**src/rtl/ddr3_ram_arbiter_if.sv**
```systemverilog
// ddr3_ram_arbiter_if: requester-side and core-side native RAM bus bundle for the arbiter.
interface ddr3_ram_arbiter_if #(parameter int PORTS = 2);
  logic [PORTS*16-1:0]  inport_wr_i;
  logic [PORTS-1:0]     inport_rd_i;
  logic [PORTS*32-1:0]  inport_addr_i;
  logic [PORTS*128-1:0] inport_write_data_i;
  logic [PORTS*16-1:0]  inport_req_id_i;
  logic [PORTS-1:0]     inport_accept_o;
  logic [PORTS-1:0]     inport_ack_o;
  logic [PORTS-1:0]     inport_error_o;
  logic [127:0]         inport_read_data_o;
  logic [15:0]          inport_resp_id_o;
  logic [15:0]          outport_wr_o;
  logic                 outport_rd_o;
  logic [31:0]          outport_addr_o;
  logic [127:0]         outport_write_data_o;
  logic [15:0]          outport_req_id_o;
  logic                 outport_accept_i;
  logic                 outport_ack_i;
  logic                 outport_error_i;
  logic [127:0]         outport_read_data_i;
  logic [15:0]          outport_resp_id_i;
  logic                 err_unrouted_o;
  logic                 err_underflow_o;
  modport slave (
    input  inport_wr_i, inport_rd_i, inport_addr_i, inport_write_data_i, inport_req_id_i,
           outport_accept_i, outport_ack_i, outport_error_i, outport_read_data_i, outport_resp_id_i,
    output inport_accept_o, inport_ack_o, inport_error_o, inport_read_data_o, inport_resp_id_o,
           outport_wr_o, outport_rd_o, outport_addr_o, outport_write_data_o, outport_req_id_o,
           err_unrouted_o, err_underflow_o
  );
  modport master (
    output inport_wr_i, inport_rd_i, inport_addr_i, inport_write_data_i, inport_req_id_i,
           outport_accept_i, outport_ack_i, outport_error_i, outport_read_data_i, outport_resp_id_i,
    input  inport_accept_o, inport_ack_o, inport_error_o, inport_read_data_o, inport_resp_id_o,
           outport_wr_o, outport_rd_o, outport_addr_o, outport_write_data_o, outport_req_id_o,
           err_unrouted_o, err_underflow_o
  );
endinterface

```
**src/rtl/ddr3_ram_arbiter.sv**
```systemverilog
// ddr3_ram_arbiter: N-port RR/fixed-priority arbiter with ID tagging, outstanding limit and routed responses.
module ddr3_ram_arbiter #(
  parameter int PORTS = 2,
  parameter int ARB_MODE = 0,
  parameter int MAX_OUTSTANDING = 4
) (
  input logic clk_i,
  input logic rst_i,
  ddr3_ram_arbiter_if.slave bus
);
  typedef enum logic {IDLE, LOCK} st_e;
  st_e st_q, st_d;
  logic [2:0] gnt_q, gnt_d, ptr_q, ptr_d, g, k;
  logic gv, routed;
  logic [3:0] cnt_q [PORTS];
  logic [3:0] cnt_d [PORTS];
  logic [PORTS-1:0] req, elig, acc, hit, ack_q, ack_d, err_q, err_d;
  logic [127:0] rdata_q, rdata_d;
  logic [12:0] rid_q, rid_d;
  logic unr_q, unr_d, und_q, und_d;
  // ptr_q holds the next RR search start (last grant + 1), so reset starts at port 0
  always_comb begin
    req = '0;
    elig = '0;
    g = '0;
    gv = 1'b0;
    for (int p = 0; p < PORTS; p++) begin
      req[p] = |bus.inport_wr_i[p*16+:16] | bus.inport_rd_i[p];
      elig[p] = req[p] && cnt_q[p] < 4'(MAX_OUTSTANDING);
    end
    if (st_q == LOCK) begin
      g = gnt_q;
      gv = 1'b1;
    end else
      for (int i = 0; i < PORTS; i++)
        for (int p = 0; p < PORTS; p++)
          if (!gv && elig[p] && p == ((ARB_MODE != 0) ? i : (int'(ptr_q) + i) % PORTS)) begin
            g = 3'(p);
            gv = 1'b1;
          end
    gv = gv & ~rst_i;
  end
  always_comb begin
    bus.outport_wr_o = '0;
    bus.outport_rd_o = 1'b0;
    bus.outport_addr_o = '0;
    bus.outport_write_data_o = '0;
    bus.outport_req_id_o = '0;
    acc = '0;
    for (int p = 0; p < PORTS; p++)
      if (gv && g == 3'(p)) begin
        bus.outport_wr_o = bus.inport_wr_i[p*16+:16];
        bus.outport_rd_o = bus.inport_rd_i[p];
        bus.outport_addr_o = bus.inport_addr_i[p*32+:32];
        bus.outport_write_data_o = bus.inport_write_data_i[p*128+:128];
        bus.outport_req_id_o = {g, bus.inport_req_id_i[p*16+:13]};
        acc[p] = bus.outport_accept_i;
      end
  end
  always_comb begin
    k = bus.outport_resp_id_i[15:13];
    routed = bus.outport_ack_i && {29'd0, k} < PORTS;
    st_d = (gv && !bus.outport_accept_i) ? LOCK : IDLE;
    gnt_d = g;
    ptr_d = (gv && bus.outport_accept_i) ? 3'((int'(g) + 1) % PORTS) : ptr_q;
    hit = '0;
    und_d = und_q;
    for (int p = 0; p < PORTS; p++) begin
      hit[p] = routed && k == 3'(p);
      cnt_d[p] = cnt_q[p] + 4'(acc[p]) - 4'(hit[p] && cnt_q[p] != 4'd0);
      und_d = und_d | (hit[p] && cnt_q[p] == 4'd0);
    end
    ack_d = hit;
    err_d = hit & {PORTS{bus.outport_error_i}};
    unr_d = unr_q | (bus.outport_ack_i && !routed);
    rdata_d = routed ? bus.outport_read_data_i : rdata_q;
    rid_d = routed ? bus.outport_resp_id_i[12:0] : rid_q;
  end
  always_ff @(posedge clk_i or posedge rst_i) begin
    if (rst_i) begin
      st_q <= IDLE;
      gnt_q <= '0;
      ptr_q <= '0;
      ack_q <= '0;
      err_q <= '0;
      rdata_q <= '0;
      rid_q <= '0;
      unr_q <= 1'b0;
      und_q <= 1'b0;
      for (int p = 0; p < PORTS; p++) cnt_q[p] <= '0;
    end else begin
      st_q <= st_d;
      gnt_q <= gnt_d;
      ptr_q <= ptr_d;
      ack_q <= ack_d;
      err_q <= err_d;
      rdata_q <= rdata_d;
      rid_q <= rid_d;
      unr_q <= unr_d;
      und_q <= und_d;
      for (int p = 0; p < PORTS; p++) cnt_q[p] <= cnt_d[p];
    end
  end
  assign bus.inport_accept_o = acc;
  assign bus.inport_ack_o = ack_q;
  assign bus.inport_error_o = err_q;
  assign bus.inport_read_data_o = rdata_q;
  assign bus.inport_resp_id_o = {3'b000, rid_q};
  assign bus.err_unrouted_o = unr_q;
  assign bus.err_underflow_o = und_q;
endmodule
```
**src/flat_wrapper.sv**
```systemverilog
// flat-port wrapper written by rule: the top's interface ports become plain ports
module ddr3_ram_arbiter_flat 
#(
  parameter int PORTS = 2,
  parameter int ARB_MODE = 0,
  parameter int MAX_OUTSTANDING = 4
)
  (clk_i, rst_i, bus_inport_wr_i, bus_inport_rd_i, bus_inport_addr_i, bus_inport_write_data_i, bus_inport_req_id_i, bus_outport_accept_i, bus_outport_ack_i, bus_outport_error_i, bus_outport_read_data_i, bus_outport_resp_id_i, bus_inport_accept_o, bus_inport_ack_o, bus_inport_error_o, bus_inport_read_data_o, bus_inport_resp_id_o, bus_outport_wr_o, bus_outport_rd_o, bus_outport_addr_o, bus_outport_write_data_o, bus_outport_req_id_o, bus_err_unrouted_o, bus_err_underflow_o);
  ddr3_ram_arbiter_if #(.PORTS(PORTS)) bus_i ();
  input logic clk_i;
  input logic rst_i;
  input wire logic [$bits(bus_i.inport_wr_i)-1:0] bus_inport_wr_i;
  input wire logic [$bits(bus_i.inport_rd_i)-1:0] bus_inport_rd_i;
  input wire logic [$bits(bus_i.inport_addr_i)-1:0] bus_inport_addr_i;
  input wire logic [$bits(bus_i.inport_write_data_i)-1:0] bus_inport_write_data_i;
  input wire logic [$bits(bus_i.inport_req_id_i)-1:0] bus_inport_req_id_i;
  input wire logic [$bits(bus_i.outport_accept_i)-1:0] bus_outport_accept_i;
  input wire logic [$bits(bus_i.outport_ack_i)-1:0] bus_outport_ack_i;
  input wire logic [$bits(bus_i.outport_error_i)-1:0] bus_outport_error_i;
  input wire logic [$bits(bus_i.outport_read_data_i)-1:0] bus_outport_read_data_i;
  input wire logic [$bits(bus_i.outport_resp_id_i)-1:0] bus_outport_resp_id_i;
  output wire logic [$bits(bus_i.inport_accept_o)-1:0] bus_inport_accept_o;
  output wire logic [$bits(bus_i.inport_ack_o)-1:0] bus_inport_ack_o;
  output wire logic [$bits(bus_i.inport_error_o)-1:0] bus_inport_error_o;
  output wire logic [$bits(bus_i.inport_read_data_o)-1:0] bus_inport_read_data_o;
  output wire logic [$bits(bus_i.inport_resp_id_o)-1:0] bus_inport_resp_id_o;
  output wire logic [$bits(bus_i.outport_wr_o)-1:0] bus_outport_wr_o;
  output wire logic [$bits(bus_i.outport_rd_o)-1:0] bus_outport_rd_o;
  output wire logic [$bits(bus_i.outport_addr_o)-1:0] bus_outport_addr_o;
  output wire logic [$bits(bus_i.outport_write_data_o)-1:0] bus_outport_write_data_o;
  output wire logic [$bits(bus_i.outport_req_id_o)-1:0] bus_outport_req_id_o;
  output wire logic [$bits(bus_i.err_unrouted_o)-1:0] bus_err_unrouted_o;
  output wire logic [$bits(bus_i.err_underflow_o)-1:0] bus_err_underflow_o;
  assign bus_i.inport_wr_i = bus_inport_wr_i;
  assign bus_i.inport_rd_i = bus_inport_rd_i;
  assign bus_i.inport_addr_i = bus_inport_addr_i;
  assign bus_i.inport_write_data_i = bus_inport_write_data_i;
  assign bus_i.inport_req_id_i = bus_inport_req_id_i;
  assign bus_i.outport_accept_i = bus_outport_accept_i;
  assign bus_i.outport_ack_i = bus_outport_ack_i;
  assign bus_i.outport_error_i = bus_outport_error_i;
  assign bus_i.outport_read_data_i = bus_outport_read_data_i;
  assign bus_i.outport_resp_id_i = bus_outport_resp_id_i;
  assign bus_inport_accept_o = bus_i.inport_accept_o;
  assign bus_inport_ack_o = bus_i.inport_ack_o;
  assign bus_inport_error_o = bus_i.inport_error_o;
  assign bus_inport_read_data_o = bus_i.inport_read_data_o;
  assign bus_inport_resp_id_o = bus_i.inport_resp_id_o;
  assign bus_outport_wr_o = bus_i.outport_wr_o;
  assign bus_outport_rd_o = bus_i.outport_rd_o;
  assign bus_outport_addr_o = bus_i.outport_addr_o;
  assign bus_outport_write_data_o = bus_i.outport_write_data_o;
  assign bus_outport_req_id_o = bus_i.outport_req_id_o;
  assign bus_err_unrouted_o = bus_i.err_unrouted_o;
  assign bus_err_underflow_o = bus_i.err_underflow_o;
  ddr3_ram_arbiter #(.PORTS(PORTS), .ARB_MODE(ARB_MODE), .MAX_OUTSTANDING(MAX_OUTSTANDING)) u_core (.clk_i(clk_i), .rst_i(rst_i), .bus(bus_i));
endmodule
```
**config.mk**
```make
export PLATFORM = sky130hd
export DESIGN_NAME = ddr3_ram_arbiter_flat
export DESIGN_NICKNAME = d
export VERILOG_FILES = /design/src/rtl/ddr3_ram_arbiter_if.sv /design/src/rtl/ddr3_ram_arbiter.sv /design/src/flat_wrapper.sv
export SDC_FILE = /design/constraint.sdc
export NUM_CORES = 1
export LEC_CHECK = 0
export ABC_CLOCK_PERIOD_IN_PS = 13150
export BUFFER_PORTS_ARGS = -buffer_cell sky130_fd_sc_hd__buf_4
export CAP_MARGIN = 5
export CORE_AREA = 4 4 343 345
export CTS_BUF_LIST = sky130_fd_sc_hd__clkbuf_4
export CTS_CLUSTER_DIAMETER = 200
export DETAILED_ROUTE_END_ITERATION = 8
export DIE_AREA = 0 0 347 349
export GPL_ROUTABILITY_DRIVEN = 0
export GPL_TIMING_DRIVEN = 0
export REMOVE_ABC_BUFFERS = 1
export SYNTH_ARGS = -nofsm -noshare
export SYNTH_HDL_FRONTEND = slang
export SYNTH_SLANG_ARGS = --single-unit
```
**constraint.sdc**
```tcl
create_clock -name clk_i -period 13.15 [get_ports clk_i]
set_clock_uncertainty 0.1 [all_clocks]
set_input_delay 2.63 -clock clk_i [delete_from_list [all_inputs] [get_ports clk_i]]
set_output_delay 2.63 -clock clk_i [all_outputs]
set_load 0.005 [all_outputs]
```
==> impl_metrics.py <==
metrics = {
    "placement": {
        "pre_cts_slack_ns": 2.31,
        "hpwlAfterDp_um": 76600,
        "placement.io_buffers": 868,
    },
    "timing": {
        "timing.final.max_slew_violations": 0,
        "final_period_minus_worst_setup_slack_ns": 10.51,
        "final-setup-viol-count": 0,
        "max_slew_margin_pct": 41.1,
        "finalWorstSetupSlack_ns": 2.64,
        "final-hold-violation-count": 0,
        "timing_worst_slew_pin_value_ns": 0.880,
        "fmax_ghz": 0.0951,
        "fin_crit_sh_pct": 80.0,
        "holdWs_ns": 0.381,
        "grt_setup_unrepaired": "false",
    },
    "cts": {
        "cts.sink_count": 160,
        "htreeDepth": 4,
        "ctsLongestPathBuffers": 2,
        "clk_pin_slew_ns": 0.16,
        "clk_latency_ns": 0.62,
        "cts.root.buffer_cell": "clkbuf_4",
        "holdBufCountCts": 0,
        "numCtsBuffers": 17,
        "post_cts_setup_bufs": 0,
        "clock_tree_from_tritoncts": "yes",
        "post_cts_resize_count": 0,
    },
    "flow_run": {
        "cap_violations": 0,
    },
    "setup_path": {
        "worstSetupStartpoint": "bus_inport_wr_i[21]",
        "slowest_delay_ns": 0.83,
        "worst_ep_arrival_ns": 7.78,
        "critical_path.n_buffers_inverters": 9,
        "setup.worst_path.class": "input port to output pin",
        "rr_worst_depth": 12,
        "timing.rr.end": "u_core.cnt_q[2]",
        "crit_top_cell": "buf_12",
        "critPathRequiredTime_ns": 10.42,
        "critical_path.endpoint": "bus_outport_wr_o[10]",
        "worstSetupStartpointType": "input port",
        "crit_family": "buffers and inverters",
        "critical_path.slowest_cell": "o41a_2",
        "crit-reg2reg-launch": "u_core.cnt_q[2]",
        "cp_num_cells": 14,
        "worst-r2r-setup-slack_ns": 9.13,
        "cp_max_fo": 35,
        "timing.critical_path.to_type": "output pin",
        "crit_path_cell_trace": "buf_4, nor2_1, nand4_1, o41a_2, buf_12, a31oi_4, buf_12, buf_12, buf_16, buf_12, buf_12, buf_16, mux2i_1, buf_4",
    },
    "grt": {
        "grt_overflow": 0,
        "grt_pass1_vias": 16533,
        "gr-usage-all-layers_pct": 14.6,
        "maximum_number_of_pins_on_one_net_before_global_route_repair": 159,
        "grt_pass1_wl_um": 129000,
        "grt_antenna_before_repair": 19,
    },
    "route": {
        "via_count": 17229,
        "drtAntennaViolNets": 0,
        "firstDrtPassIters": 7,
        "post-route-drc-count": 0,
        "detail_route.vias_per_cell": 4.22,
        "first_iter_violations": 1134,
        "routed_wire_length_per_instance_um": 23.1,
        "drt-total-wl_um": 94100,
    },
    "floorplanning": {
        "floorplan.initialDensity_pct": 13.1,
        "ioPinCount": 880,
        "die_h_um": 349,
        "die_w_um": 347,
        "design.core.area_um2": 114000,
        "floorplan.rows": 124,
        "die_area_um2": 121000,
    },
    "final_layout": {
        "design.final.nets": 3102,
        "area_growth_syn_to_layout_pct": 58.2,
        "final_core_utilization_pct": 20.7,
        "fraction_of_layout_instances_using_a_drive_strength_above_1_pct": 37.2,
    },
    "power": {
        "power_density_nw_per_um2": 144,
        "report.power.total_mw": 3.40,
        "vdd.ir_drop.worst_uv": 107,
        "leakagePower_nw": 11.8,
    },
    "logic_synthesis": {
        "ys_ff_latch": 160,
        "synthTopCellsByCount": "426 x nand2_1, 380 x nor3b_1, 380 x o31ai_1",
        "synth.avg_cell_area_um2": 7.91,
        "synth_cell_types": 35,
        "syn_inst": 1888,
        "synth.area.top_cells": "dfrtp_1 27%, nor3b_1 19%, o31ai_1 19%, mux2i_1 13%, nand2_1 11%",
        "yosysMostFrequentCell": "nand2_1",
        "async_flop_share_pct": 100,
        "synth.yosys.warnings": 0,
        "number_of_flops_mapped_to_enable_cells_by_yosys": 0,
        "synth-seq-area-share_pct": 26.8,
        "mappedNetlistArea_um2": 14900,
        "most_common_flop_cell_mapped_by_yosys": "dfrtp_1",
        "synthDominantCellAreaShare_pct": 26.8,
        "post-synth-top-area-cell": "dfrtp_1",
    },
    "status": {
        "run_status": "complete, no violations",
    },
    "hold_path": {
        "hp-class": "flop to flop",
    },
}
-- where the power goes --
part | switching, mW | internal, mW
combinational | 1.41 | 1.02
clock | 0.242 | 0.0883
sequential | 0.0587 | 0.580
total | 1.71 | 1.69
-- cells in the final DEF, fill, tap and decap left out, types with 5 or more instances in the layout --
master    count
and2_1        6
buf_12       24
buf_16       20
buf_4       868
clkbuf_4     17
conb_1        5
dfrtp_1     159
ha_1         11
inv_1        11
inv_8         6
mux2i_1     190
nand2_1     425
nor2_1        8
nor3b_1     380
nor4_1        5
o31ai_1     380
-- registers in the layout (all words and copies together), names as in the netlist --
register                       flops
u_core.bus.inport_ack_o            2
u_core.bus.inport_error_o          2
u_core.bus.inport_read_data_o    128
u_core.ptr_q                       1
u_core.bus.err_unrouted_o          1
u_core.st_q                        1
u_core.cnt_q                       8
u_core.bus.err_underflow_o         1
u_core.gnt_q                       3
u_core.rid_q                      13
-- metrics by stage --
stage | TNS [ns] | std cells | area [um2]
floorplan | -1878.61 | 1622 | 13800
global route | 0 | 4080 | 23600
global placement | -4673.21 | 4002 | 22200
finish | 0 | 4080 | 23600
detailed placement | 0 | 4047 | 23300
CTS | 0 | 4079 | 23600
-- how the worst min path moves through the flow --
stage / from / endpoint / slack, ns / depth (start not counted)
floorplan: u_core.bus.err_underflow_o / u_core.bus.err_underflow_o / 0.35 / 1
global placement: u_core.bus.err_underflow_o / u_core.bus.err_underflow_o / 0.34 / 1
detailed placement: u_core.bus.err_underflow_o / u_core.bus.err_underflow_o / 0.35 / 1
CTS: u_core.bus.err_underflow_o / u_core.bus.err_underflow_o / 0.39 / 1
global route: u_core.bus.err_underflow_o / u_core.bus.err_underflow_o / 0.41 / 1
finish: u_core.bus.err_underflow_o / u_core.bus.err_underflow_o / 0.38 / 1
-- logic make-up (layout without fill, tap and decap cells) --
kind of cell    count (synthesis)  after routing  share of synthesized area, %
compound gates                394            394                          19.9
xor+xnor                        4              4                         0.235
fa+ha+maj                      13             13                          1.19
buf+inv                       283            958                          7.91
flops                         160            160                          26.8
mux                           191            191                          12.8
other cells                     1              6                        0.0251
simple gates                  842            842                          31.1
-- layer usage --
metal / track usage, % / part of all wire, % / vias to the layer above
met5: 0 / 0.024 / -
met3: 4.09 / 7.8 / 73
met4: 3.04 / 1.8 / 4
li1: - / - / 8167
met2: 25.0 / 49 / 729
met1: 18.2 / 42 / 8256
-- area by class of cell --
cell class / instances / area [um2]
diodes: 1 / 2.50
clock buffers: 17 / 128
clock inverters: 15 / 169
fillers: 12833 / 90600
inverters: 13 / 56.3
multi-input cells: 1449 / 9790
flip-flops and latches: 160 / 4010
well taps: 1512 / 1890
repair buffers: 913 / 7560
Note: power is estimated with default switching activity, not from simulation.
